==> src/rtl/mul_pkg.sv <==
// Shared definitions for the sequential shift-and-add multiplier.
//   DefWidth : default operand width in bits
//   DefCntW  : default iteration counter width (2**DefCntW > DefWidth)
//   PW       : product width for the default operand width
//   state_e  : multiplier controller states
package mul_pkg;

  localparam int unsigned DefWidth = 6;
  localparam int unsigned DefCntW  = 3;
  localparam int unsigned PW       = 2 * DefWidth;

  typedef enum logic [1:0] {
    StIdle = 2'd0,
    StCalc = 2'd1,
    StDone = 2'd2
  } state_e;

endpackage

==> src/rtl/full_adder.sv <==
// One-bit full adder cell.
//   a, b, cin : addend bits and carry in
//   sum, cout : sum bit and carry out
module full_adder (
  input  logic a,
  input  logic b,
  input  logic cin,
  output logic sum,
  output logic cout
);

  assign sum  = a ^ b ^ cin;
  assign cout = (a & b) | (cin & (a ^ b));

endmodule

==> src/rtl/rca_adder.sv <==
// WIDTH-bit ripple-carry adder built from a chain of full_adder cells.
// Purely combinational.
//   a, b : addends
//   cin  : carry in
//   sum  : WIDTH-bit sum
//   cout : carry out of the MSB
module rca_adder #(
  parameter int unsigned WIDTH = 6
) (
  input  logic [WIDTH-1:0] a,
  input  logic [WIDTH-1:0] b,
  input  logic             cin,
  output logic [WIDTH-1:0] sum,
  output logic             cout
);

  logic [WIDTH:0] carry;

  assign carry[0] = cin;

  for (genvar i = 0; i < WIDTH; i++) begin : g_fa
    full_adder u_fa (
      .a    (a[i]),
      .b    (b[i]),
      .cin  (carry[i]),
      .sum  (sum[i]),
      .cout (carry[i+1])
    );
  end

  assign cout = carry[WIDTH];

endmodule

==> src/rtl/seq_mul_6x6.sv <==
// Iterative shift-and-add unsigned multiplier, one operand pair per transaction.
// Operands are taken over a valid/ready handshake in IDLE, WIDTH add/shift
// iterations run in CALC, and the product is presented in DONE until accepted.
//   clk, rst             : clock, synchronous active-high reset
//   in_valid, in_ready   : operand handshake (in_ready high only in IDLE)
//   a, b                 : multiplicand / multiplier, unsigned
//   out_valid, out_ready : product handshake
//   product              : a*b, 2*WIDTH bits
//   busy                 : high in CALC or DONE
// Optional build macro SEQ_MUL_ZERO_SKIP_EN: a zero operand short-cuts the
// iteration so the product is presented after a single cycle.
module seq_mul_6x6
  import mul_pkg::*;
#(
  parameter int unsigned WIDTH = DefWidth,
  parameter int unsigned CNT_W = DefCntW
) (
  input  logic               clk,
  input  logic               rst,
  input  logic               in_valid,
  output logic               in_ready,
  input  logic [WIDTH-1:0]   a,
  input  logic [WIDTH-1:0]   b,
  output logic               out_valid,
  input  logic               out_ready,
  output logic [2*WIDTH-1:0] product,
  output logic               busy
);

  state_e state_q, state_d;

  logic [WIDTH-1:0] mcand_q, mcand_d;
  logic [WIDTH-1:0] acc_hi_q, acc_hi_d;
  logic [WIDTH-1:0] acc_lo_q, acc_lo_d;
  logic [CNT_W-1:0] cnt_q, cnt_d;

  logic [WIDTH-1:0] addend;
  logic [WIDTH-1:0] sum;
  logic             cout;

  // The adder always runs; only its second operand is gated by the multiplier bit.
  assign addend = acc_lo_q[0] ? mcand_q : '0;

  rca_adder #(
    .WIDTH (WIDTH)
  ) u_rca_adder (
    .a    (acc_hi_q),
    .b    (addend),
    .cin  (1'b0),
    .sum  (sum),
    .cout (cout)
  );

  // State register and datapath registers.
  always_ff @(posedge clk) begin
    if (rst) begin
      state_q  <= StIdle;
      mcand_q  <= '0;
      acc_hi_q <= '0;
      acc_lo_q <= '0;
      cnt_q    <= '0;
    end else begin
      state_q  <= state_d;
      mcand_q  <= mcand_d;
      acc_hi_q <= acc_hi_d;
      acc_lo_q <= acc_lo_d;
      cnt_q    <= cnt_d;
    end
  end

  // Next-state and datapath update.
  always_comb begin
    state_d  = state_q;
    mcand_d  = mcand_q;
    acc_hi_d = acc_hi_q;
    acc_lo_d = acc_lo_q;
    cnt_d    = cnt_q;
    unique case (state_q)
      StIdle: begin
        if (in_valid) begin
          mcand_d  = a;
          acc_lo_d = b;
          acc_hi_d = '0;
          cnt_d    = '0;
          state_d  = StCalc;
`ifdef SEQ_MUL_ZERO_SKIP_EN
          // Zero accumulator plus a pre-expired counter: the single remaining
          // iteration adds nothing, so DONE follows one edge later with product 0.
          if (a == '0 || b == '0) begin
            acc_lo_d = '0;
            cnt_d    = CNT_W'(WIDTH - 1);
          end
`endif
        end
      end
      StCalc: begin
        // Right shift of {cout, sum, acc_lo}; the dropped LSB was the consumed multiplier bit.
        acc_hi_d = {cout, sum[WIDTH-1:1]};
        acc_lo_d = {sum[0], acc_lo_q[WIDTH-1:1]};
        cnt_d    = cnt_q + CNT_W'(1);
        if (cnt_q == CNT_W'(WIDTH - 1)) begin
          state_d = StDone;
        end
      end
      StDone: begin
        if (out_ready) begin
          state_d = StIdle;
        end
      end
      default: state_d = StIdle;
    endcase
  end

  // Outputs.
  always_comb begin
    in_ready  = (state_q == StIdle);
    out_valid = (state_q == StDone);
    busy      = (state_q == StCalc) || (state_q == StDone);
    product   = {acc_hi_q, acc_lo_q};
  end

endmodule

==> config.mk <==
export PLATFORM = sky130hd
export DESIGN_NAME = seq_mul_6x6
export DESIGN_NICKNAME = d
export VERILOG_FILES = /design/src/rtl/mul_pkg.sv /design/src/rtl/full_adder.sv /design/src/rtl/rca_adder.sv /design/src/rtl/seq_mul_6x6.sv
export SDC_FILE = /design/constraint.sdc
export NUM_CORES = 1
export LEC_CHECK = 0
export CAP_MARGIN = 25
export CELL_PAD_IN_SITES_DETAIL_PLACEMENT = 1
export CELL_PAD_IN_SITES_GLOBAL_PLACEMENT = 1
export CORE_MARGIN = 4
export CORE_UTILIZATION = 34
export CTS_BUF_LIST = sky130_fd_sc_hd__clkbuf_4 sky130_fd_sc_hd__clkbuf_8 sky130_fd_sc_hd__clkbuf_16
export CTS_CLUSTER_SIZE = 16
export DETAILED_ROUTE_END_ITERATION = 7
export PLACE_DENSITY = 0.75
export SETUP_SLACK_MARGIN = 0.15
export SKIP_CTS_REPAIR_TIMING = 1
export SYNTH_ARGS = -nofsm -noshare
export SYNTH_HDL_FRONTEND = slang
export SYNTH_HIERARCHICAL = 1
export SYNTH_SLANG_ARGS = --single-unit
==> constraint.sdc <==
create_clock -name clk -period 3.3 [get_ports clk]
set_input_delay 0.495 -clock clk [delete_from_list [all_inputs] [get_ports clk]]
set_output_delay 0.495 -clock clk [all_outputs]
set_load 0.02 [all_outputs]
After elaboration in Yosys (flattened, before gate mapping)
Index checks and enable logic that the tools add are counted.

Flip-flop bits (word level): 23. Bits of input ports: 16. Output and inout port bits: 15. Logic and storage cells: 56.

Add/sub/neg operators: 1. Equality and inequality tests: 6. Mux-type cells: 11. Bitwise operators: 27. Reduce and logical (&&, ||, !) cells: 6.

Operators with widths (count): $pmux 6 s2 (2); $mux 6 (3); $and 1x1->1 (11); $xor 1x1->1 (11); $mux 2 (3); $pmux 2 s3 (1); $pmux 3 s2 (1); $or 1x1->1 (5); $ne 2x2->1 const B (2); $reduce_and 2->1 (2); $add 3x1->3 const B (1); $eq 3x3->1 const B (1); $mux 3 (1); $reduce_and 3->1 (1); $eq 2x1->1 const B (1); $eq 2x2->1 const B (1); $logic_not 2->1 (1); $ne 2x1->1 const B (1); $reduce_bool 2->1 (1); $logic_or 1x1->1 (1).

Depth between registers and ports, before layout
Gate-level depths: netlist of run 1.

Word-level depth: 13. Gate-level depth with buffers: 10. Gate-level depth less buffers: 10.

Modules after synthesis
The synthesis of run 1 kept the hierarchy.

By module, submodules not included: seq_mul_6x6 (instances 1, cells an instance 131, area an instance 1234.9 um2, seq. area each 460.4 um2); full_adder (instances 6, cells an instance 1, area an instance 20.0 um2, seq. area each 0.0 um2).

Least setup slack after synthesis of run 1
Ideal clock, no wire load.

Path kind: flip-flop to flip-flop. Start point: register acc_lo_q[0]. End point: register acc_hi_q[4]. Setup time: 0.128 ns. Arrival time: 3.163 ns. Required time: 3.172 ns. Setup slack: 0.010 ns. Cell stages (with the launch flop): 10. Path buffers: 0. Period minus slack after synthesis: 3.290 ns. Cells stage by stage: dfxtp_1 and2_1 fa_1 fa_1 fa_1 fa_1 fa_1 fa_1 a32oi_1 nor2_1.

Cells in the longest elaborated chain, start to end: 12. Elaborated cells on any way between the ends: 21. Those cells by class: mux: 2; bitwise: 19.

RTL lines: start: declaration (RTL line seq_mul_6x6.sv:34) `logic [WIDTH-1:0] acc_lo_q, acc_lo_d;`; start signal: assignment (RTL line seq_mul_6x6.sv:66) `acc_lo_q <= acc_lo_d;`; $mux 6 (RTL line seq_mul_6x6.sv:42) `assign addend = acc_lo_q[0] ? mcand_q : '0;`; net addend[0] (RTL line seq_mul_6x6.sv:37) `logic [WIDTH-1:0] addend;`; $and 1x1->1 (RTL line full_adder.sv:13) `assign cout = (a & b) | (cin & (a ^ b));`; net u_rca_adder.carry[1] (RTL line rca_adder.sv:17) `logic [WIDTH:0] carry;`; $and 1x1->1 (RTL line full_adder.sv:13); $or 1x1->1 (RTL line full_adder.sv:13); net u_rca_adder.carry[2] (RTL line rca_adder.sv:17); $and 1x1->1 (RTL line full_adder.sv:13); [... 1 more ...]; net u_rca_adder.carry[3] (RTL line rca_adder.sv:17); [... 1 more ...]; $or 1x1->1 (RTL line full_adder.sv:13); net u_rca_adder.carry[4] (RTL line rca_adder.sv:17); $and 1x1->1 (RTL line full_adder.sv:13); $or 1x1->1 (RTL line full_adder.sv:13); net u_rca_adder.carry[5] (RTL line rca_adder.sv:17); $xor 1x1->1 (RTL line full_adder.sv:12) `assign sum = a ^ b ^ cin;`; net sum[5] (RTL line seq_mul_6x6.sv:38) `logic [WIDTH-1:0] sum;`; $pmux 6 s2 (RTL line seq_mul_6x6.sv:78) `unique case (state_q)`; end signal: assignment (RTL line seq_mul_6x6.sv:65) `acc_hi_q <= acc_hi_d;`; end: declaration (RTL line seq_mul_6x6.sv:33) `logic [WIDTH-1:0] acc_hi_q, acc_hi_d;`.

The timed path passes the listed nets, and every way through them passes these cells. A chain may end at the register's enable or synchronous reset.

Worst setup path after layout of run 1
Same ends and word-level chain as after synthesis.

==> results of run 1 <==
==> layout by cell type (no fill, tap or decap), drive strengths merged <==
cell           synthesis  routed
nand4b                 1       1
conb                   1       1
dfxtp                 23      23
a31oi                  1       1
nand3b                 2       2
buf                    7       2
a221oi                 1       1
nor2b                  2       2
fa                     6       6
nand2                  9       9
mux2i                 13      13
and2                   6       6
clkdlybuf4s50          0      30
a32oi                  7       7
nor2                   9       9
ha                     6       6
a21o                   1       1
o21ai                  1       1
or2                    4       4
a211oi                 6       6
nand3                  6       6
clkbuf                 2       4
a21oi                 11      11
inv                    5       5
mux2                   1       1
nand2b                 6       6
==> cell families after synthesis <==
kind of cell | count (synthesis) | synth area share
compound gates | 28 | 0.175
flops | 23 | 0.340
other cells | 1 | 0.00277
buf+inv | 14 | 0.0572
simple gates | 45 | 0.175
mux | 14 | 0.107
fa+ha+maj | 12 | 0.144
==> layout make-up <==
cell class	count	area, um2
clock buffers	4	48.8
inverters	5	18.8
flip-flops and latches	23	462
fillers	438	2010
well taps	48	60.1
multi-input cells	100	832
repair buffers	32	315
==> per-stage QoR <==
stage	area [um2]	worst slack, ns
2_1_floorplan	1360	0.186
3_3_place_gp	1680	0.189
3_5_place_dp	1680	0.0751
4_1_cts	1730	0.0501
5_1_grt	1740	0.114
6_report	1740	0.221
==> flip-flops by register name, indices dropped and copies added, names as in the netlist <==
name and count:
mcand_q 6, acc_hi_q 6, state_q 2, cnt_q 3, acc_lo_q 6
==> worst max path at each step <==
stage | start | to | slack [ns] | depth (start not counted)
global route | acc_lo_q[0]$_SDFFE_PP0P_ | acc_hi_q[5]$_SDFFE_PP0P_ | 0.11 | 10
finish | acc_lo_q[0]$_SDFFE_PP0P_ | acc_hi_q[4]$_SDFFE_PP0P_ | 0.22 | 9
global placement | acc_lo_q[0]$_SDFFE_PP0P_ | acc_hi_q[5]$_SDFFE_PP0P_ | 0.19 | 10
floorplan | acc_lo_q[0]$_SDFFE_PP0P_ | acc_hi_q[4]$_SDFFE_PP0P_ | 0.19 | 9
CTS | acc_lo_q[0]$_SDFFE_PP0P_ | acc_hi_q[5]$_SDFFE_PP0P_ | 0.05 | 10
detailed placement | acc_lo_q[0]$_SDFFE_PP0P_ | acc_hi_q[5]$_SDFFE_PP0P_ | 0.08 | 10
==> power breakdown <==
| part | switching (mW) | internal, mW | total [mW] | leakage, nW |
|---|---|---|---|---|
| clock | 0.0880 | 0.0943 | 0.182 | 0.0262 |
| sequential | 0.0381 | 0.333 | 0.371 | 0.188 |
| combinational | 0.318 | 0.251 | 0.569 | 0.420 |
| total | 0.444 | 0.678 | 1.12 | 0.635 |
==> per-layer routing <==
| metal | vias to the layer above | part of all wire | routed length [um] |
|---|---|---|---|
| met5 | - | 0 | 0 |
| met4 | 0 | 0.0081 | 27 |
| met3 | 4 | 0.033 | 108 |
| met2 | 27 | 0.51 | 1690 |
| met1 | 537 | 0.45 | 1500 |
| li1 | 530 | - | - |
==> tightest hold or removal path, cell delays in order (launching register included) <==
cell     delay [ns]
dfxtp_1        0.31
nand2_1        0.05
a21oi_1        0.05
==> results by group, run 1 <==
Die
  – Die area: slightly above 5000 um2
  – Core Footprint: ~3700 um2
  – Ports: 31
  – Initial Utilization: 0.362
  – Chip height: a little over 70 um
  – Die W: approximately 71 um
  – Num rows: 22

Yosys
  – Count leader, synth: dfxtp_1
  – Cells after Synth: roughly 140
  – Yosys top cell area share: 0.340
  – Ys flop type: dfxtp_1
  – Ys Warns: 6
  – Cell area after synthesis: 1360 um2
  – Top cells by area, synth: dfxtp_1 34%, mux2i_1 9.6%, fa_1 8.9%, a211oi_2 5.5%, ha_1 5.5%
  – Commonest cells post-synth: 23 x dfxtp_1, 13 x mux2i_1, 11 x a21oi_1
  – Sequential share of the synthesized area: 0.340
  – Post-Syn Nets: between 150 and 200
  – EDFF count, synth: 0
  – Async S/R FF share, synth: 0
  – Post-synthesis cell type with the largest combined area: dfxtp_1
  – Avg Cell Area, Syn: just under 10 um2
  – Yosys cell types: 30
  – Synth Register Bits: 23

Setup path
  – R2r worst-path depth: 9
  – Cell Chain, Critical Path: and2_1, fa_2, fa_2, fa_2, fa_2, fa_2, fa_2, a32oi_1, nor2_1
  – Kind of cell adding the most delay to the critical path: adder cells
  – Reg-to-reg setup timing slack: about 0.22 ns
  – CP max FO: 2
  – Delay of the slowest critical-path stage: 0.41 ns
  – Slowest stage cell on the critical path: fa_2
  – Crit. End Element: flip-flop
  – Reg2reg start: acc_lo_q[0]$_SDFFE_PP0P_
  – WP buf/inv: 0
  – Critical Path RT: around 3.4 ns
  – Arr. time, crit path: around 3.2 ns
  – Most common cell on crit path: fa_2
  – Critical R2R Capture: acc_hi_q[4]$_SDFFE_PP0P_
  – Setup CP Type: reg2reg
  – Startpoint Class: flip-flop

Layout
  – ANT cells: 0
  – Fin nets: 193
  – Cell Count, Final, Fillers Out: approximately 210
  – Area delta synth->final: 28.2%
  – Layout cells sized above 1: 0.152
  – Util after Layout: 0.464

Pwr
  – Total Power: around 1.1 mW
  – LEAKAGE: 0.635 nW
  – Max IR drop VDD: approximately 0.2 mV
  – PwrDens: about 650 nW/um2

GRT
  – GR Overflow Total: 0
  – Total GRT Usage: 0.139
  – Largest net degree at the start of global routing: 26
  – Number of global-route vias before repair: between 1000 and 1500
  – Initial antenna violation count: 0
  – GR Util met1: 0.174
  – Busiest grt layer: met2
  – M2 GR Usage: 0.244
  – Met3 Use GR: 0.0227
  – Global-route wire length before repair: around 5700 um

Clock network
  – CTS sink count: 23
  – Root Buffer: clkbuf_8
  – CTS buffer count: 3
  – Clock Pin Slew Worst Setup and Hold Paths: approximately 0.080 ns
  – H-tree Lvls: 1
  – Maximum root-to-sink buffer count: 2
  – CTS tree: done
  – Skew-Pair Late Insertion Delay: 0.26 ns

STA
  – Hold_ws: approximately 0.46 ns
  – Final Max Tran Viols: 0
  – Max frequency: ~320 MHz
  – Setup Skew: approximately 0.0052 ns
  – RSZ-0062 raised after global routing: yes
  – Fin. Hold Viols: 0
  – Relative slew slack: 0.333
  – Setup TNS: 0 ns
  – Worst-Margin Slew: 0.997 ns
  – Final period utilization: 0.933
  – Setup violators final: 0
  – Minimum clock period after layout: ~3.1 ns

Placement
  – Post-DP HPWL: ~2500 um
  – DP Cell Count: approximately 210
  – Routability Congestion: roughly 0.75
  – IO Port Bufs: 30

Hold path
  – Hold Path Cell Cnt: 2
  – Hold Startpoint: mcand_q[5]$_SDFFE_PP0P_
  – HP Class: reg2reg
  – Hold Path Sink: mcand_q[5]$_SDFFE_PP0P_

Drt
  – DRC errors left: 0
  – Via count: about 1100
  – Post-DRT Antenna Nets: 0
  – Vias per inst: just over 5
  – Average wire per standard cell: around 16 um
  – First DRT Iteration DRCs: between 40 and 50
  – 1st-pass router iterations: 4
  – Final wirelength: 3320 um

Outcome
  – Status: completed

Flow run
  – Max-cap violations: 0
No activity file was read; power rests on OpenSTA's default activity.
==> run 2: changes to the inputs <==
GPL_TIMING_DRIVEN = 0   (was not set)
==> run 2 against run 1 <==
Compared with the run above: first-iteration DRC count decreased by 73%; wire length is 6.9% higher; non-clock buffer count grew 8; combinational power grew 7.6%; global-route usage grew 1.2 points; critical path depth is the same; cell area increased by 3.7%; sequential cell count stayed put; die area unchanged; cell count up 3.8%; largest cell class unchanged; largest power group unchanged.
==> results by group, run 2 (synthesis gave the netlist of run 1 again) <==
Outcome
  – Status: completed

Clock network
  – CTS sink count: 23
  – Clock Pin Slew Worst Setup and Hold Paths: roughly 0.090 ns
  – CTS buffer count: 3
  – H-tree Lvls: 1
  – Maximum root-to-sink buffer count: 2
  – Root Buffer: clkbuf_8
  – CTS tree: done
  – Skew-Pair Late Insertion Delay: roughly 0.26 ns

STA
  – RSZ-0062 raised after global routing: yes
  – Setup violators final: 0
  – Fin. Hold Viols: 0
  – Setup Skew: 0.00145 ns
  – Max frequency: between 300 and 400 MHz
  – Minimum clock period after layout: around 3.1 ns
  – Final Max Tran Viols: 0
  – Worst-Margin Slew: 0.638 ns
  – Setup TNS: 0 ns
  – Relative slew slack: 0.575
  – Final period utilization: 0.937

Setup path
  – Setup CP Type: reg2reg
  – Reg2reg start: acc_lo_q[0]$_SDFFE_PP0P_
  – Critical R2R Capture: acc_hi_q[4]$_SDFFE_PP0P_
  – Reg-to-reg setup timing slack: approximately 0.21 ns
  – Startpoint Class: flip-flop
  – R2r worst-path depth: 9
  – Critical Path RT: 3.44 ns
  – Arr. time, crit path: approximately 3.2 ns
  – CP max FO: 4
  – Crit. End Element: flip-flop

Layout
  – Fin nets: between 200 and 250
  – Cell Count, Final, Fillers Out: 220
  – Largest regs: acc_hi_q (6), acc_lo_q (6), mcand_q (6)
  – ANT cells: 0
  – Area delta synth->final: 32.9%
  – Layout cells sized above 1: 0.186
  – Commonest non-fill, non-tap cell in the layout: clkdlybuf4s50_1
  – Commonest non-fill, non-tap cells in the layout: 30 x clkdlybuf4s50_1, 22 x dfxtp_1, 13 x mux2i_1

Pwr
  – Switching share of power: 0.397
  – PwrDens: between 600 and 700 nW/um2
  – Reg power frac: 0.320
  – Internal: between 700 and 800 uW
  – LEAKAGE: roughly 0.67 nW
  – Combinational Power Share: 0.519
  – Clock share of power: 0.160
  – Switching pwr: ~470 uW
  – Max IR drop VDD: 0.248 mV

Die
  – Die area: between 5000 and 6000 um2
  – Die W: 71.1 um
  – Chip height: just over 70 um
  – Initial Utilization: 0.362
  – Core Footprint: between 3000 and 4000 um2
  – Ports: 31
  – Num rows: 22

Drt
  – Average wire per standard cell: 16.1 um
  – DRC errors left: 0
  – Via count: about 1100
  – 1st-pass router iterations: 2
  – Final wirelength: around 3500 um
  – First DRT Iteration DRCs: 11
  – Post-DRT Antenna Nets: 0
  – Vias per inst: 5.06

GRT
  – Global-route wire length before repair: 6080 um
  – Number of global-route vias before repair: 1319
  – Initial antenna violation count: 0
  – Largest net degree at the start of global routing: 13
  – GR Overflow Total: 0
  – Total GRT Usage: 0.151

Placement
  – Post-DP HPWL: roughly 2700 um
  – Routability Congestion: 0.745
  – DP Cell Count: between 200 and 250
  – IO Port Bufs: 30

Flow run
  – Max-cap violations: 0

Hold path
  – HP Class: reg2reg
  – Hold Path Sink: mcand_q[1]$_SDFFE_PP0P_
  – Hold Path Cell Cnt: 2
  – Hold Startpoint: mcand_q[1]$_SDFFE_PP0P_
[run 2: critical path: stages (launching register included)]
cell     delay (ns)
dfxtp_4        0.36
and2_4         0.16
fa_2           0.35
fa_2           0.35
fa_2           0.35
fa_2           0.35
fa_2           0.36
fa_2           0.43
a32oi_2        0.21
nor2_1         0.05
[run 2: power by group through the flow]
| stage | logic, mW | clock network, mW | registers (mW) |
|---|---|---|---|
| after detailed placement | 0.603 | 0 | 0.389 |
| after global routing | 0.671 | 0.204 | 0.388 |
| final | 0.612 | 0.189 | 0.378 |
| after global placement | 0.579 | 0 | 0.383 |
| after CTS | 0.604 | 0.196 | 0.382 |
| after floorplan | 0.379 | 0 | 0.410 |
[run 2: layer usage]
layer  up-vias  track usage  routed length [um]
met2        27        0.281                1850
met5         -            0                   0
met4         0       0.0334                  21
li1        544            -                   -
met3         4       0.0270                 113
met1       539        0.178                1570
[run 2: worst max-delay path by stage]
stage / startpoint / endpoint / slack (ns)
after CTS: acc_lo_q[0]$_SDFFE_PP0P_ / acc_hi_q[5]$_SDFFE_PP0P_ / 0.01
after global placement: acc_lo_q[0]$_SDFFE_PP0P_ / acc_hi_q[4]$_SDFFE_PP0P_ / 0.11
after detailed placement: acc_lo_q[0]$_SDFFE_PP0P_ / acc_hi_q[4]$_SDFFE_PP0P_ / 0.03
after floorplan: acc_lo_q[0]$_SDFFE_PP0P_ / acc_hi_q[4]$_SDFFE_PP0P_ / 0.19
after global routing: acc_lo_q[0]$_SDFFE_PP0P_ / acc_hi_q[5]$_SDFFE_PP0P_ / 0.14
final: acc_lo_q[0]$_SDFFE_PP0P_ / acc_hi_q[4]$_SDFFE_PP0P_ / 0.21
[run 2: stage by stage]
step / setup slack, ns / util / instance area [um2] / power, mW / hold slack, ns
floorplan: 0.186 / - / 1360 / 0.789 / 0.432
global placement: 0.112 / 0.461 / 1720 / 0.962 / 0.441
detailed placement: 0.0300 / 0.461 / 1720 / 0.992 / 0.451
CTS: 0.0123 / 0.474 / 1770 / 1.18 / 0.464
global route: 0.141 / 0.481 / 1800 / 1.26 / 0.502
finish: 0.209 / 0.481 / 1800 / 1.18 / 0.464
[run 2: area by class of cell]
type / instances / area [um2]
plain buffers: 9 / 58.8
flip-flops and latches: 23 / 464
well taps: 48 / 60.1
repair buffers: 31 / 308
multi-input cells: 100 / 842
clock buffers: 4 / 48.8
fillers: 449 / 1940
inverters: 5 / 18.8
